<file path="config.mk">
export PLATFORM = sky130hd
export DESIGN_NAME = mips_dmem_router
export DESIGN_NICKNAME = d
export VERILOG_FILES = /design/src/rtl/mips_bus_pkg.sv /design/src/rtl/mips_dmem_router_mux2x1.sv /design/src/rtl/mips_dmem_router.sv
export SDC_FILE = /design/constraint.sdc
export NUM_CORES = 1
export LEC_CHECK = 0
export BUFFER_PORTS_ARGS = -buffer_cell sky130_fd_sc_hd__buf_2
export CORE_AREA = 2 2 116 118
export CTS_BUF_LIST = sky130_fd_sc_hd__clkbuf_4 sky130_fd_sc_hd__clkbuf_8 sky130_fd_sc_hd__clkbuf_16
export DETAILED_ROUTE_END_ITERATION = 10
export DIE_AREA = 0 0 118 120
export PLACE_DENSITY = 0.73
export SYNTH_ARGS = -nofsm -noshare
export SYNTH_HDL_FRONTEND = slang
export SYNTH_SLANG_ARGS = --single-unit
</file>
<file path="constraint.sdc">
create_clock -name Clk -period 2.93 [get_ports Clk]
set_clock_uncertainty 0.1 [all_clocks]
set_input_delay 0.4395 -clock Clk [delete_from_list [all_inputs] [get_ports Clk]]
set_output_delay 0.4395 -clock Clk [all_outputs]
set_load 0.02 [all_outputs]
</file>
<file path="src/rtl/mips_bus_pkg.sv">
// Shared definitions for the MIPS data-side bus router.
// Contents: router state encoding and the default MMIO window (base/mask).
// Imported by mips_dmem_router and its read-data mux.
package mips_bus_pkg;

  typedef enum logic [1:0] {
    IDLE,
    ISSUE,
    WAIT,
    DONE
  } router_state_t;

  localparam logic [31:0] MMIO_BASE_DEFAULT = 32'hFFFF_0000;
  localparam logic [31:0] MMIO_MASK_DEFAULT = 32'hFFFF_0000;

endpackage

</file>
<file path="src/rtl/mips_dmem_router_mux2x1.sv">
// Two-input read-data selector placed ahead of the router's capture register.
// Ports: Sel (0 = In0 / target A, 1 = In1 / target B), In0, In1, Out.
// Purely combinational.
module MUX2X1Module #(
  parameter int WIDTH = 32
) (
  input  logic             Sel,
  input  logic [WIDTH-1:0] In0,
  input  logic [WIDTH-1:0] In1,
  output logic [WIDTH-1:0] Out
);

  assign Out = Sel ? In1 : In0;

endmodule

</file>
<file path="src/rtl/mips_dmem_router.sv">
// Data-side router: steers one core load/store at a time to data RAM (A) or the MMIO window (B).
// Ports: Clk/Rst; core request (Req_*) and one-cycle response (Rsp_*);
//        per-target request (X_Valid/Ready/Addr/WData/WE) and read return (X_RspValid/RData).
module mips_dmem_router
  import mips_bus_pkg::*;
#(
  parameter int                    WIDTH      = 32,
  parameter int                    ADDR_WIDTH = 32,
  parameter logic [ADDR_WIDTH-1:0] MMIO_BASE  = ADDR_WIDTH'(MMIO_BASE_DEFAULT),
  parameter logic [ADDR_WIDTH-1:0] MMIO_MASK  = ADDR_WIDTH'(MMIO_MASK_DEFAULT)
) (
  input  logic                  Clk,
  input  logic                  Rst,
  // core side
  input  logic                  Req_Valid,
  output logic                  Req_Ready,
  input  logic [ADDR_WIDTH-1:0] Req_Addr,
  input  logic [WIDTH-1:0]      Req_WData,
  input  logic                  Req_WE,
  output logic                  Rsp_Valid,
  output logic [WIDTH-1:0]      Rsp_RData,
  // target A (data RAM)
  output logic                  A_Valid,
  input  logic                  A_Ready,
  output logic [ADDR_WIDTH-1:0] A_Addr,
  output logic [WIDTH-1:0]      A_WData,
  output logic                  A_WE,
  input  logic                  A_RspValid,
  input  logic [WIDTH-1:0]      A_RData,
  // target B (MMIO window)
  output logic                  B_Valid,
  input  logic                  B_Ready,
  output logic [ADDR_WIDTH-1:0] B_Addr,
  output logic [WIDTH-1:0]      B_WData,
  output logic                  B_WE,
  input  logic                  B_RspValid,
  input  logic [WIDTH-1:0]      B_RData
);

  router_state_t         state;
  router_state_t         state_next;

  logic [ADDR_WIDTH-1:0] lat_addr;
  logic [WIDTH-1:0]      lat_wdata;
  logic                  lat_we;
  logic                  lat_sel;
  logic [WIDTH-1:0]      rsp_rdata;

  logic                  req_sel;
  logic                  accept;
  logic                  tgt_ready;
  logic                  tgt_rsp_valid;
  logic [WIDTH-1:0]      tgt_rdata;

  assign req_sel = ((Req_Addr & MMIO_MASK) == MMIO_BASE);

  // Ready is gated by Rst as well so the core never sees a handshake while
  // the router is being held in reset.
  assign Req_Ready = (state == IDLE) && !Rst;
  assign accept    = Req_Valid && Req_Ready;

  // Only the target chosen at acceptance time is listened to; the other
  // target's handshake and read-return lines are don't-cares.
  assign tgt_ready     = lat_sel ? B_Ready    : A_Ready;
  assign tgt_rsp_valid = lat_sel ? B_RspValid : A_RspValid;

  MUX2X1Module #(
    .WIDTH (WIDTH)
  ) u_rdata_mux (
    .Sel (lat_sel),
    .In0 (A_RData),
    .In1 (B_RData),
    .Out (tgt_rdata)
  );

  always_ff @(posedge Clk or posedge Rst) begin
    if (Rst) begin
      state <= IDLE;
    end else begin
      state <= state_next;
    end
  end

  always_comb begin
    state_next = state;
    case (state)
      IDLE:    if (accept)        state_next = ISSUE;
      ISSUE:   if (tgt_ready)     state_next = lat_we ? DONE : WAIT;
      WAIT:    if (tgt_rsp_valid) state_next = DONE;
      DONE:                       state_next = IDLE;
      default:                    state_next = IDLE;
    endcase
  end

  always_ff @(posedge Clk or posedge Rst) begin
    if (Rst) begin
      lat_addr  <= '0;
      lat_wdata <= '0;
      lat_we    <= 1'b0;
      lat_sel   <= 1'b0;
    end else if (accept) begin
      lat_addr  <= Req_Addr;
      lat_wdata <= Req_WData;
      lat_we    <= Req_WE;
      lat_sel   <= req_sel;
    end
  end

  // Load data is captured only in WAIT; a completed store clears it so the
  // store's response carries zero. Otherwise the last load result is held.
  always_ff @(posedge Clk or posedge Rst) begin
    if (Rst) begin
      rsp_rdata <= '0;
    end else if ((state == WAIT) && tgt_rsp_valid) begin
      rsp_rdata <= tgt_rdata;
    end else if ((state == ISSUE) && tgt_ready && lat_we) begin
      rsp_rdata <= '0;
    end
  end

  // Valids decode straight from the state register, so reset drops them
  // asynchronously without waiting for a clock edge.
  assign A_Valid   = (state == ISSUE) && !lat_sel;
  assign B_Valid   = (state == ISSUE) &&  lat_sel;
  assign Rsp_Valid = (state == DONE);
  assign Rsp_RData = rsp_rdata;

  assign A_Addr  = lat_addr;
  assign A_WData = lat_wdata;
  assign A_WE    = lat_we;
  assign B_Addr  = lat_addr;
  assign B_WData = lat_wdata;
  assign B_WE    = lat_we;

endmodule

</file>
* After elaboration in Yosys (flattened, before gate mapping)
Index checks and enable logic that the tools add are counted.
** Cells by class
- $lt $le $gt $ge :: 0
- Reductions and logical operators :: 12
- $add $sub $neg :: 0
- $mul :: 0
- Shift-type cells :: 0
- Eq/ne operators :: 7
- Div/mod/pow operators :: 0
- Mux-type cells :: 10
- Bitwise logic cells :: 0
** Operator list (count)
- 2-to-1 mux 32 bit :: 3
- == test 16 bit (second input constant) :: 1
- one-hot mux 2 bit (4 select lines) :: 1
- logical AND 1 bit :: 7
- 2-to-1 mux 2 bit :: 3
- inequality test 2 bit (second input constant) :: 3
- == test 2 bit (second input constant) :: 2
- 2-to-1 mux 1 bit :: 3
- AND reduction 3 bit :: 1
- == test 2 x 1 -> 1 bit (second input constant) :: 1
- logical NOT 1 bit :: 2
- logical NOT 2 bit :: 1
- nonzero test 2 bit :: 1
** Word-level totals
- Input bits :: 136
- Memories kept :: 0
- Output and inout bits :: 166
- Latch bits :: 0
- RAM bits :: 0
- Bits in read-only memories :: 0
- Flip-flop bits (word level) :: 100
- Logic and storage cells :: 35

* Longest topological paths before layout
- Word-level depth :: 5
- Gate-level depth with buffers :: 7
- Depth with buffers taken out :: 5

* Hierarchy
Synthesis repeated with hierarchy kept, for this count alone.
** Unflattened totals
- Cells, all modules :: 342
- Area, all modules :: 4848.4 um^2
** By module, submodules not included
- mips_dmem_router :: sequential area each 2502.4 um^2, area each 4304.1 um^2, times used 1, cells each 306
- MUX2X1Module :: sequential area each 0.0 um^2, area each 544.3 um^2, times used 1, cells each 36

* Worst setup path after synthesis
Ideal clock, no wire load.
- Path kind :: register -> register
- Start point :: register state[0]
- End point :: register lat_wdata[10], in the netlist A_WData[10]
- Path buffers :: 2
- Slack :: 1.089 ns
- Library setup time :: 0.125 ns
- Stages on the path, launching flop included :: 7
- Arrival :: 1.617 ns
- Path through :: dfrtp_1 -> inv_1 -> ha_1 -> nand3b_1 -> buf_2 -> buf_2 -> mux2_2
** On the way
- Longest elaborated chain between the ends :: 3
** Ends and longest elaborated chain
- start, declared :: RTL line mips_dmem_router.sv:40 : router_state_t state;
- start signal, assigned :: RTL line mips_dmem_router.sv:80 : state <= state_next;
- logical NOT 2 bit :: RTL line mips_dmem_router.sv:59 : assign Req_Ready = (state == IDLE) && !Rst;
- logical AND 1 bit :: RTL line mips_dmem_router.sv:59
- logical AND 1 bit :: RTL line mips_dmem_router.sv:60 : assign accept = Req_Valid && Req_Ready;
- end signal, assigned :: RTL line mips_dmem_router.sv:103 : lat_wdata <= Req_WData;
- end, declared :: RTL line mips_dmem_router.sv:44 : logic [WIDTH-1:0] lat_wdata;
No other way between the ends.
A chain may end at the register's enable or synchronous reset.

* Worst setup path in the final report
- Start point :: register lat_sel
- End point :: output port A_Valid
** On the way
- Longest elaborated chain between the ends :: 2
** Ends and longest elaborated chain
- start, declared :: RTL line mips_dmem_router.sv:46 : logic lat_sel;
- start signal, assigned :: RTL line mips_dmem_router.sv:105 : lat_sel <= req_sel;
- logical NOT 1 bit :: RTL line mips_dmem_router.sv:123 : assign A_Valid = (state == ISSUE) && !lat_sel;
- logical AND 1 bit :: RTL line mips_dmem_router.sv:123
- end, declared :: RTL line mips_dmem_router.sv:23 : output logic A_Valid,
No other way between the ends.

==> metrics <==
run status completed; largest net degree at the start of global routing 68; FF-to-FF path depth 5; Post-Syn Area 0.00466 sq mm; DRC viols 0; clk sinks 100; Final Wtd Congestion 0.758; number of fill cells in the layout approximately 1200; initial cell density of the core 35.9%; Seq cells post-synth 100; Post-Syn Nets between 400 and 500; drt pass-1 iters 4; Setup CP Type reg -> out; Vias/cell 4.59; core area 0.0130 sq mm; Clock power frac between 15 and 20%; TNS Setup 0 ps; CP endpoint kind output pin; Yosys warning count 0; ANT nets after route 0; Synth area leader dfrtp_1; startpoint types register; Worst EP arrival between 1500 and 2000 ps; MaxCap Viol Count 0; number of synthesized flops with an enable pin 0; Port-buffer cells 301; Min Clock Period, post-route 2090 ps; Synth Area in Simple Gates 1.64%; Max clock buf depth 2; Critical Path Stages 3; Compound-Gate Fraction of Synth Area 6.82%; final wirelength ~11000 microns; Fin Hold WS 187 ps; Die Span X 118 microns; postcts setup bufs 0; Final Setup Violations 0; Clock transition at path regs 70 ps; Die Y 120 microns; post-layout power 7.51 mW; Reg2Reg Launch Point state[0]$_DFFE_PP0P_; Post-DP HPWL between 8000 and 9000 microns; largest family of logic cells by synthesized area multiplexers; post-layout util 47.8%; Gate power share 49.8%; CP delay by family, top buffers and inverters; Setup crit end A_Valid; Net Sw Power 3.27 mW; crit path max fanout 33; Die ar. 0.0142 sq mm; grt ovf 0; xor/xnor cell area share of the yosys netlist 0%; top cells by count, synth dfrtp_1 (100), mux2_2 (66), buf_4 (65); asr flop ratio synth 100%; Post-Synthesis Cells 342; clock insertion delay at the later pin of the skew report 340 ps; Area contributors post-synth dfrtp_1 (54%), mux2_2 (16%), buf_4 (10%); Adder-Cell Fraction of Synth Area 1.61%; hold_buf cts 0; Power Dens Cells about 1200 mW/mm^2; Leakage 3.15 nW; fin nets 720; Slew HR roughly 55%; CTS tree built; row count 42; DRT iter0 DRCs 56; dpl cells 743; Int Pwr ~4.2 mW; Crit Reg-Reg Endpoint state[1]$_DFFE_PP0P_; top_reg_cell synth dfrtp_1; Seq/Total Area, Yosys around 54%; reg-to-reg slack, setup around 970 ps; switching share of total power 43.5%; multiplexer share of the synthesized area 23.7%; Finished Layout Cells roughly 760; Data required, critical path 2390 ps; IR drop worst, VDD 0.731 mV; H-tree Lvls 3; RSZ-0062 raised after global routing false; total CTS buffers 9; number of library cell types mapped by synthesis 23; Antenna diodes 0; Avg Inst Size Synth between 10 and 15 sq um; Final Cycle Share 71.2%; Vias 3483; first-pass GRT wire length 17200 microns; count leader, synth dfrtp_1; vias in the first global route 3457; slowest stage delay, CP around 470 ps; CTS Root Cell clkbuf_16; origin of the worst setup path lat_sel$_DFFE_PP0P_; Resize count post-CTS 0; sequential share of power 33.3%; io pins between 300 and 400; layout cells sized above 1 67.2%; Buf/Inv on CP 2; gr usage total between 10% and 20%; synthesis-to-layout area growth 33.1%; Hold Crit Class in -> async; slowest CP cell buf_4; Final Hold Vio Count 0; Peak Freq 480 MHz; Yosys top cell area share a little over half; initial antenna violation count 0; Slew @ Worst Pin 671 ps; critical path cell sequence buf_4 -> nor2b_1 -> buf_2; Slew Limit Fails 0; WL/cell 14.5 microns
-- per-layer routing --
metal | global-route usage (%) | part of all wire [%]
met4 | 6.55 | 1.7
met5 | 0 | 0
met2 | 26.5 | 51
met1 | 18.2 | 40
met3 | 3.71 | 7.3
-- flip-flops by register name (all words and copies together), names as in the netlist --
name,cells
A_Addr,32
A_WData,32
A_WE,1
Rsp_RData,32
lat_sel,1
state,2
-- placed cells by master, fill, tap and decap left out, drive strengths merged --
cell        n
nand2       3
clkinv      2
nand3b      1
nand4       4
dfrtp     100
inv         2
clkinvlp    3
clkbuf     10
mux2i      35
mux2       67
buf       307
and2        1
a211oi      1
ha          6
or4         1
and3        1
o21ai       1
o2bb2ai    32
a222oi      1
bufinv      2
a2bb2oi     1
nor2b       2
-- how the worst min path moves through the flow --
stage | start | cells after the start | endpoint | slack (ps)
finish | Rst | 3 | A_Addr[3]$_DFFE_PP0P_ | 190
global placement | Rsp_RData[1]$_DFFE_PP0P_ | 1 | Rsp_RData[1]$_DFFE_PP0P_ | 370
detailed placement | Rsp_RData[23]$_DFFE_PP0P_ | 1 | Rsp_RData[23]$_DFFE_PP0P_ | 370
floorplan | state[1]$_DFFE_PP0P_ | 1 | state[1]$_DFFE_PP0P_ | 430
global route | Req_WData[29] | 2 | A_WData[29]$_DFFE_PP0P_ | 210
CTS | Rst | 3 | A_Addr[3]$_DFFE_PP0P_ | 200
-- power by group through the flow --
stage | Clock [mW] | Sequential [mW] | Combinational [mW]
floorplan | 0 | 3.28 | 2.18
global route | 1.37 | 2.59 | 3.96
CTS | 1.31 | 2.51 | 3.79
global placement | 0 | 2.48 | 3.73
detailed placement | 0 | 2.52 | 3.79
finish | 1.27 | 2.50 | 3.74
-- cell families (layout without fill, tap and decap cells) --
| logic type | Yosys count | in the layout |
|---|---|---|
| AOI/OAI and AO/OA | 36 | 36 |
| adders and majority gates | 6 | 6 |
| buffers and inverters | 85 | 326 |
| DFF | 100 | 100 |
| muxes | 102 | 102 |
| and+or+nand+nor | 13 | 13 |
-- tightest hold or removal path: stages --
cell	delay [ps]
buf_2	130
clkinvlp_4	70
buf_4	460
-- per-stage QoR --
stage,setup WS [ps],area (sq um)
finish,845,6200
global placement,1110,5880
CTS,766,6200
global route,698,6200
detailed placement,965,5880
floorplan,1090,4660
-- area by class of cell --
type | instances | area, sq um | area share [%]
inverters | 3 | 15.0 | 0.242
multi-input cells | 157 | 1570 | 25.4
well taps | 176 | 220 | 3.55
clock buffers | 10 | 233 | 3.75
flip-flops and latches | 100 | 2500 | 40.4
clock inverters | 6 | 88.8 | 1.43
repair buffers | 307 | 1560 | 25.2
Power figures use the tool's default switching activity.
